--- config.mk ---
export PLATFORM = sky130hd
export DESIGN_NAME = prga_prog_streamer
export DESIGN_NICKNAME = d
export VERILOG_FILES = /design/src/rtl/prga_prog_pkg.sv /design/src/rtl/prga_prog_serializer.sv /design/src/rtl/prga_prog_streamer.sv
export SDC_FILE = /design/constraint.sdc
export NUM_CORES = 1
export LEC_CHECK = 0
export ABC_AREA = 1
export CAP_MARGIN = 30
export CORE_MARGIN = 10
export CORE_UTILIZATION = 55
export DETAILED_ROUTE_END_ITERATION = 10
export PLACE_DENSITY_LB_ADDON = 0.3
export SKIP_LAST_GASP = 1
export SYNTH_ARGS = -nofsm -noshare
export SYNTH_HDL_FRONTEND = slang
export SYNTH_HIERARCHICAL = 1
export SYNTH_SLANG_ARGS = --single-unit
--- constraint.sdc ---
create_clock -name prog_clk -period 2.85 [get_ports prog_clk]
set_input_delay 0.57 -clock prog_clk [delete_from_list [all_inputs] [get_ports prog_clk]]
set_output_delay 0.57 -clock prog_clk [all_outputs]
set_load 0.05 [all_outputs]
--- src/rtl/prga_prog_pkg.sv ---
// Shared types and width helpers for the PRGA programming-chain streamer.
package prga_prog_pkg;

    typedef enum logic [2:0] {
        ST_IDLE  = 3'd0,
        ST_RST   = 3'd1,
        ST_LOAD  = 3'd2,
        ST_DONE  = 3'd3,
        ST_ERROR = 3'd4
    } state_e;

    function automatic int unsigned groups_per_word(input int unsigned word_w,
                                                    input int unsigned num_chains);
        return word_w / num_chains;
    endfunction

    // Width of a group index; never collapses to zero bits.
    function automatic int unsigned grp_idx_w(input int unsigned groups);
        return (groups > 1) ? $clog2(groups) : 1;
    endfunction

    // Width of a counter that must hold values 0..max_val (bit_cnt, stall, reset timer).
    function automatic int unsigned cnt_w(input int unsigned max_val);
        return $clog2(max_val + 1);
    endfunction

endpackage

--- src/rtl/prga_prog_serializer.sv ---
// Single-word buffer that shifts out NUM_CHAINS bits per cycle, LSB group first.
module prga_prog_serializer
    import prga_prog_pkg::*;
#(
    parameter int unsigned NUM_CHAINS = 1,
    parameter int unsigned WORD_W     = 32
) (
    input  logic                  clk,
    input  logic                  rst_n,
    input  logic                  load_i,
    input  logic [WORD_W-1:0]     data_i,
    input  logic                  flush_i,
    output logic                  valid_o,
    output logic [NUM_CHAINS-1:0] din_o,
    output logic                  valid_nxt_c_o,
    output logic                  last_nxt_c_o
);

    localparam int unsigned GROUPS = groups_per_word(WORD_W, NUM_CHAINS);
    localparam int unsigned REM_W  = grp_idx_w(GROUPS);

    logic [WORD_W-1:0] shreg_q, shreg_d;
    logic [REM_W-1:0]  rem_q, rem_d;
    logic              valid_q, valid_d;

    // rem counts groups still queued behind the one currently presented.
    always_comb begin
        shreg_d = shreg_q;
        rem_d   = rem_q;
        valid_d = valid_q;
        if (valid_q) begin
            shreg_d = shreg_q >> NUM_CHAINS;
            if (rem_q == '0) begin
                valid_d = 1'b0;
            end else begin
                rem_d = rem_q - REM_W'(1);
            end
        end
        if (load_i) begin
            shreg_d = data_i;
            rem_d   = REM_W'(GROUPS - 1);
            valid_d = 1'b1;
        end
        if (flush_i) begin
            shreg_d = '0;
            rem_d   = '0;
            valid_d = 1'b0;
        end
    end

    always_ff @(posedge clk or negedge rst_n) begin
        if (!rst_n) begin
            shreg_q <= '0;
            rem_q   <= '0;
            valid_q <= 1'b0;
        end else begin
            shreg_q <= shreg_d;
            rem_q   <= rem_d;
            valid_q <= valid_d;
        end
    end

    assign valid_o       = valid_q;
    assign din_o         = shreg_q[NUM_CHAINS-1:0];
    assign valid_nxt_c_o = valid_d;
    assign last_nxt_c_o  = (rem_d == '0);

endmodule

--- src/rtl/prga_prog_streamer.sv ---
// Streams a word-wide bitstream into NUM_CHAINS parallel PRGA programming scan chains.
module prga_prog_streamer
    import prga_prog_pkg::*;
#(
    parameter int unsigned NUM_CHAINS = 1,
    parameter int unsigned WORD_W     = 32,
    parameter int unsigned CHAIN_LEN  = 4096,
    parameter int unsigned RST_CYCLES = 4,
    parameter int unsigned STALL_MAX  = 1024
) (
    input  logic                          prog_clk,
    input  logic                          prog_rst_n,
    input  logic                          start,
    input  logic                          s_valid,
    input  logic [WORD_W-1:0]             s_data,
    output logic                          s_ready,
    output logic                          prog_rst,
    output logic                          prog_we,
    output logic [NUM_CHAINS-1:0]         prog_din,
    output logic                          prog_done,
    output logic                          busy,
    output logic                          err,
    output logic [cnt_w(CHAIN_LEN)-1:0]   bit_cnt
);

    localparam int unsigned CNT_W   = cnt_w(CHAIN_LEN);
    localparam int unsigned STALL_W = cnt_w(STALL_MAX);
    localparam int unsigned RSTC_W  = cnt_w(RST_CYCLES);

    state_e             state_q, state_d;
    logic [RSTC_W-1:0]  rst_cnt_q, rst_cnt_d;
    logic [CNT_W-1:0]   bit_cnt_q, bit_cnt_d;
    logic [STALL_W-1:0] stall_q, stall_d;
    logic               s_ready_q, s_ready_d;
    logic               prog_rst_q, prog_rst_d;
    logic               done_q, done_d;
    logic               busy_q, busy_d;
    logic               err_q, err_d;

    logic accept;
    logic flush;
    logic ser_valid;
    logic ser_valid_nxt;
    logic ser_last_nxt;

    assign accept = s_valid && s_ready_q;
    assign flush  = (state_d != ST_LOAD);

    prga_prog_serializer #(
        .NUM_CHAINS (NUM_CHAINS),
        .WORD_W     (WORD_W)
    ) u_ser (
        .clk           (prog_clk),
        .rst_n         (prog_rst_n),
        .load_i        (accept),
        .data_i        (s_data),
        .flush_i       (flush),
        .valid_o       (ser_valid),
        .din_o         (prog_din),
        .valid_nxt_c_o (ser_valid_nxt),
        .last_nxt_c_o  (ser_last_nxt)
    );

    // Next-state and counter logic; a valid serializer word means a shift happens this cycle.
    always_comb begin
        state_d   = state_q;
        rst_cnt_d = rst_cnt_q;
        bit_cnt_d = bit_cnt_q;
        stall_d   = stall_q;
        case (state_q)
            ST_IDLE, ST_DONE, ST_ERROR: begin
                if (start) begin
                    state_d   = ST_RST;
                    rst_cnt_d = '0;
                    bit_cnt_d = '0;
                    stall_d   = '0;
                end
            end
            ST_RST: begin
                if (rst_cnt_q == RSTC_W'(RST_CYCLES - 1)) begin
                    state_d = ST_LOAD;
                end else begin
                    rst_cnt_d = rst_cnt_q + RSTC_W'(1);
                end
            end
            ST_LOAD: begin
                if (accept) begin
                    stall_d = '0;
                end else if (!ser_valid && !s_valid) begin
                    stall_d = stall_q + STALL_W'(1);
                    if (stall_d == STALL_W'(STALL_MAX)) begin
                        state_d = ST_ERROR;
                    end
                end
                if (ser_valid) begin
                    bit_cnt_d = bit_cnt_q + CNT_W'(1);
                    if (bit_cnt_d == CNT_W'(CHAIN_LEN)) begin
                        state_d = ST_DONE;
                    end
                end
            end
            default: state_d = ST_IDLE;
        endcase
    end

    // Ready is precomputed so it reflects the buffer occupancy of the cycle it is presented in.
    always_comb begin
        prog_rst_d = (state_d == ST_RST);
        busy_d     = (state_d == ST_RST) || (state_d == ST_LOAD);
        done_d     = (state_d == ST_DONE);
        err_d      = (state_d == ST_ERROR);
        s_ready_d  = (state_d == ST_LOAD) &&
                     (!ser_valid_nxt ||
                      (ser_last_nxt && ((32'(bit_cnt_d) + 32'd1) < CHAIN_LEN)));
    end

    always_ff @(posedge prog_clk or negedge prog_rst_n) begin
        if (!prog_rst_n) begin
            state_q    <= ST_IDLE;
            rst_cnt_q  <= '0;
            bit_cnt_q  <= '0;
            stall_q    <= '0;
            s_ready_q  <= 1'b0;
            prog_rst_q <= 1'b0;
            done_q     <= 1'b0;
            busy_q     <= 1'b0;
            err_q      <= 1'b0;
        end else begin
            state_q    <= state_d;
            rst_cnt_q  <= rst_cnt_d;
            bit_cnt_q  <= bit_cnt_d;
            stall_q    <= stall_d;
            s_ready_q  <= s_ready_d;
            prog_rst_q <= prog_rst_d;
            done_q     <= done_d;
            busy_q     <= busy_d;
            err_q      <= err_d;
        end
    end

    assign s_ready   = s_ready_q;
    assign prog_rst  = prog_rst_q;
    assign prog_we   = ser_valid;
    assign prog_done = done_q;
    assign busy      = busy_q;
    assign err       = err_q;
    assign bit_cnt   = bit_cnt_q;

endmodule
==> impl_metrics.tcl <==
set metrics [dict create \
    synth-async-reset-ratio_pct 100 \
    path_clk_slew_ns 0.08 \
    finish.utilization_pct 70.2 \
    num_io_pins 56 \
    die_area_sq_mm 0.0115 \
    drtIter0Drc 233 \
    hold_viol 0 \
    insertion_delay_ns 0.35 \
    report.final.slew_viol_count 0 \
    synthFlopType "dfrtp_1" \
    ir_worst_vdd_v 0.000342 \
    grt_pass1_vias 3854 \
    status "completed" \
    firstDrtPassIters 5 \
    cts_num_sinks 73 \
    synth-seq-cells 73 \
    cts_root_buf "clkbuf_8" \
    cts_buffers 9 \
    gp_congestion 0.910 \
    maxSlewHeadroom_pct 55.8 \
    rsz0062_at_grt "false" \
    synth_area_sq_mm 0.00419 \
    final.setup_skew_ns 0.0107 \
    hold-worst-slack_ns 0.249 \
    p_switching_uw 1060 \
    internal_power_uw 1770 \
    critPathLaunch "s_valid" \
    crit_end "s_ready" \
    p_sw_share_pct 37.4 \
    ant_nets 0 \
    grt_pass1_wl_mm 17.2 \
    route.vias.total 4013 \
    clockBufferDepth 2 \
    yosysSeqAreaShare_pct 43.6 \
    ys_types 32 \
    pre_cts_ws_ns -0.129 \
    crit_path_max_fanout 5 \
    drt-total-wl_mm 10.3 \
    max_cap_violations 0 \
    combPwrFrac_pct 31.3 \
    hp-class "input port to async pin" \
    coreArea_sq_mm 0.00733 \
    dp_hpwl_mm 7.70 \
    required_ns 3.10 \
    start_util_pct 57.1 \
    worst_pin_slew_ns 0.663 \
    pwr-share-clk_pct 25.7 \
    grt_overflow 0 \
    dieHeight_microns 107 \
    rr_endpoint "s_ready" \
    cts_tree "yes" \
    antenna_found_initial 0 \
    leakagePower_uw 0.00245 \
    reg2reg_depth 22 \
    cp-start-kind "input port" \
    layout_setup_ws_ns 0.265 \
    end_kind "register" \
    drive_gt1_share_pct 10.9 \
    die_w_microns 107 \
    path_class "input port to register" \
    portBuffers 55 \
    seqCellArea_sq_mm 0.00183 \
    avgRoutedWirePerCell_microns 14.1 \
    setup_viol 0 \
    htree_levels 3 \
    viasPerCell 5.50 \
    multi_input_area_sq_mm 0.00203 \
    syn-num-nets 600 \
    fmax_mhz 387 \
    r2r_setup_slack_ns 0.27 \
    yosys_warnings 6 \
    diodes 0 \
    rr_startpoint "stall_q[1]" \
    grt_max_degree 47 \
    syn_inst 559 \
    drcViolationCount 0 \
    fin_crit_sh_pct 90.7 \
    grt_usage_pct 17.8 \
    period_needed_ns 2.59 \
    placement_rows 31 \
    syn_avg_cell_area_sq_um 7.49 \
    n_fill_cell 598 \
    synth_enable_flop_cells 0 \
    p_per_area_mw_per_mm2 549 \
    crit_arrival_ns 2.83 \
    finalNetCount 667 \
    synthToLayoutAreaGrowth_pct 23.0 \
    seqPwrFrac_pct 43.0 \
]
==> area by class of cell <==
type	count	area share, %
Timing Repair Buffer	71	13.4
Inverter	78	5.69
Tap cell	99	2.41
Clock inverter	7	1.09
Sequential cell	73	35.6
Multi-Input combinational cell	393	39.4
Clock buffer	9	2.41
==> cells in the mapped netlist (all sizes together), types with 3 or more instances <==
master | count | area [sq um]
a21oi | 16 | 83.8
buf | 13 | 82.6
dfrtp | 73 | 1830
ha | 5 | 62.6
inv | 78 | 293
mux2i | 18 | 180
nand2 | 150 | 583
nand3 | 72 | 388
nand4 | 7 | 43.8
nor2 | 50 | 220
nor3 | 3 | 15.0
o21ai | 56 | 288
o21bai | 3 | 22.5
o22ai | 7 | 43.8
==> critical path, cell delays in order <==
cell             delay, ns
clkdlybuf4s50_1       0.42
nor2_1                0.13
nand3_1               0.11
nor2_1                0.12
nand2_1               0.06
nor2_1                0.11
nand3_2               0.11
nand2_1               0.07
nand2_1               0.06
a21oi_2               0.20
nand2_4               0.10
inv_2                 0.09
nand3_1               0.10
nor2_1                0.13
nor2_2                0.07
nand3_1               0.07
nor2_1                0.04
inv_1                 0.04
nor2_1                0.04
a21oi_1               0.14
nor2_1                0.05
==> metrics by stage <==
| stage | TNS [ns] | instance area, sq um | cells | power, uW |
|---|---|---|---|---|
| floorplan | 0 | 4190 | 559 | 1790 |
| global route | 0 | 5150 | 730 | 3000 |
| detailed placement | -0.142 | 4900 | 713 | 2090 |
| CTS | 0 | 5080 | 729 | 2810 |
| finish | 0 | 5150 | 730 | 2830 |
| global placement | 0 | 4900 | 713 | 2050 |
==> registers in the layout, summed over array words and instances (netlist names) <==
| register | cells |
|---|---|
| u_ser/shreg_q | 32 |
| bit_cnt | 13 |
| stall_q | 11 |
| u_ser/rem_q | 5 |
| rst_cnt_q | 3 |
| state_q | 3 |
| busy | 1 |
| err | 1 |
| prog_done | 1 |
| prog_rst | 1 |
| s_ready | 1 |
| u_ser/valid_o | 1 |
==> metal layers <==
metal | vias to the layer above | part of all wire, % | routed length [microns] | GRT usage [%]
met4 | 0 | 2.3 | 239 | 7.35
met3 | 22 | 6.2 | 637 | 4.49
li1 | 1955 | - | - | -
met5 | - | 0 | 0 | 0
met1 | 1899 | 43 | 4380 | 21.1
met2 | 137 | 49 | 5010 | 30.0
==> power groups by stage <==
| stage | Sequential (uW) | Combinational (uW) | Clock [uW] |
|---|---|---|---|
| after floorplan | 1300 | 490 | 0 |
| after global placement | 1230 | 822 | 0 |
| after detailed placement | 1230 | 857 | 0 |
| after CTS | 1210 | 860 | 742 |
| after global routing | 1230 | 992 | 780 |
| final | 1210 | 885 | 727 |
==> cells in the final DEF, fill, tap and decap left out, types with 6 or more instances in the layout <==
master           synthesis  routed
dfrtp_2                  0       6
a21oi_1                 15      15
mux2i_1                 18      18
nor2_1                  39      38
nand3_1                 68      68
dfrtp_1                 73      67
nand4_1                  7       7
clkdlybuf4s50_1          0      54
nand2_1                146     146
inv_1                   74      74
o21ai_1                 33      33
o22ai_1                  7       7
clkbuf_8                 0       9
o21ai_0                 21      21
buf_4                    2      14
nor2_2                  10       8
==> worst min-delay path by stage <==
stage,to,slack (ns),cells past startpoint,from
2_1_floorplan,bit_cnt[0],0.27,0,prog_rst_n
3_3_place_gp,rst_cnt_q[1],0.46,2,rst_cnt_q[1]
3_5_place_dp,u_ser/shreg_q[15],0.47,2,u_ser/shreg_q[15]
4_1_cts,u_ser/shreg_q[12],0.26,1,prog_rst_n
5_1_grt,u_ser/shreg_q[12],0.29,1,prog_rst_n
6_report,stall_q[0],0.25,1,prog_rst_n
==> repair_timing <==
action                     CTS  global route
hold buffers                 0             0
gates resized for setup      0            14
buffers inserted             0             1
setup endpoints to repair    0            27
hold endpoints to repair     0             0
==> kinds of logic (layout without fill, tap and decap cells) <==
group / Yosys count / after routing / synth area share [%]
AO/OA/AOI/OAI: 86 / 86 / 11.2
adder cells (fa/ha/maj): 5 / 5 / 1.49
buffers and inverters: 93 / 165 / 9.15
flip-flops: 73 / 73 / 43.6
multiplexers: 18 / 18 / 4.30
AND/OR/NAND/NOR: 284 / 284 / 30.2
No activity file was read; power rests on OpenSTA's default activity.
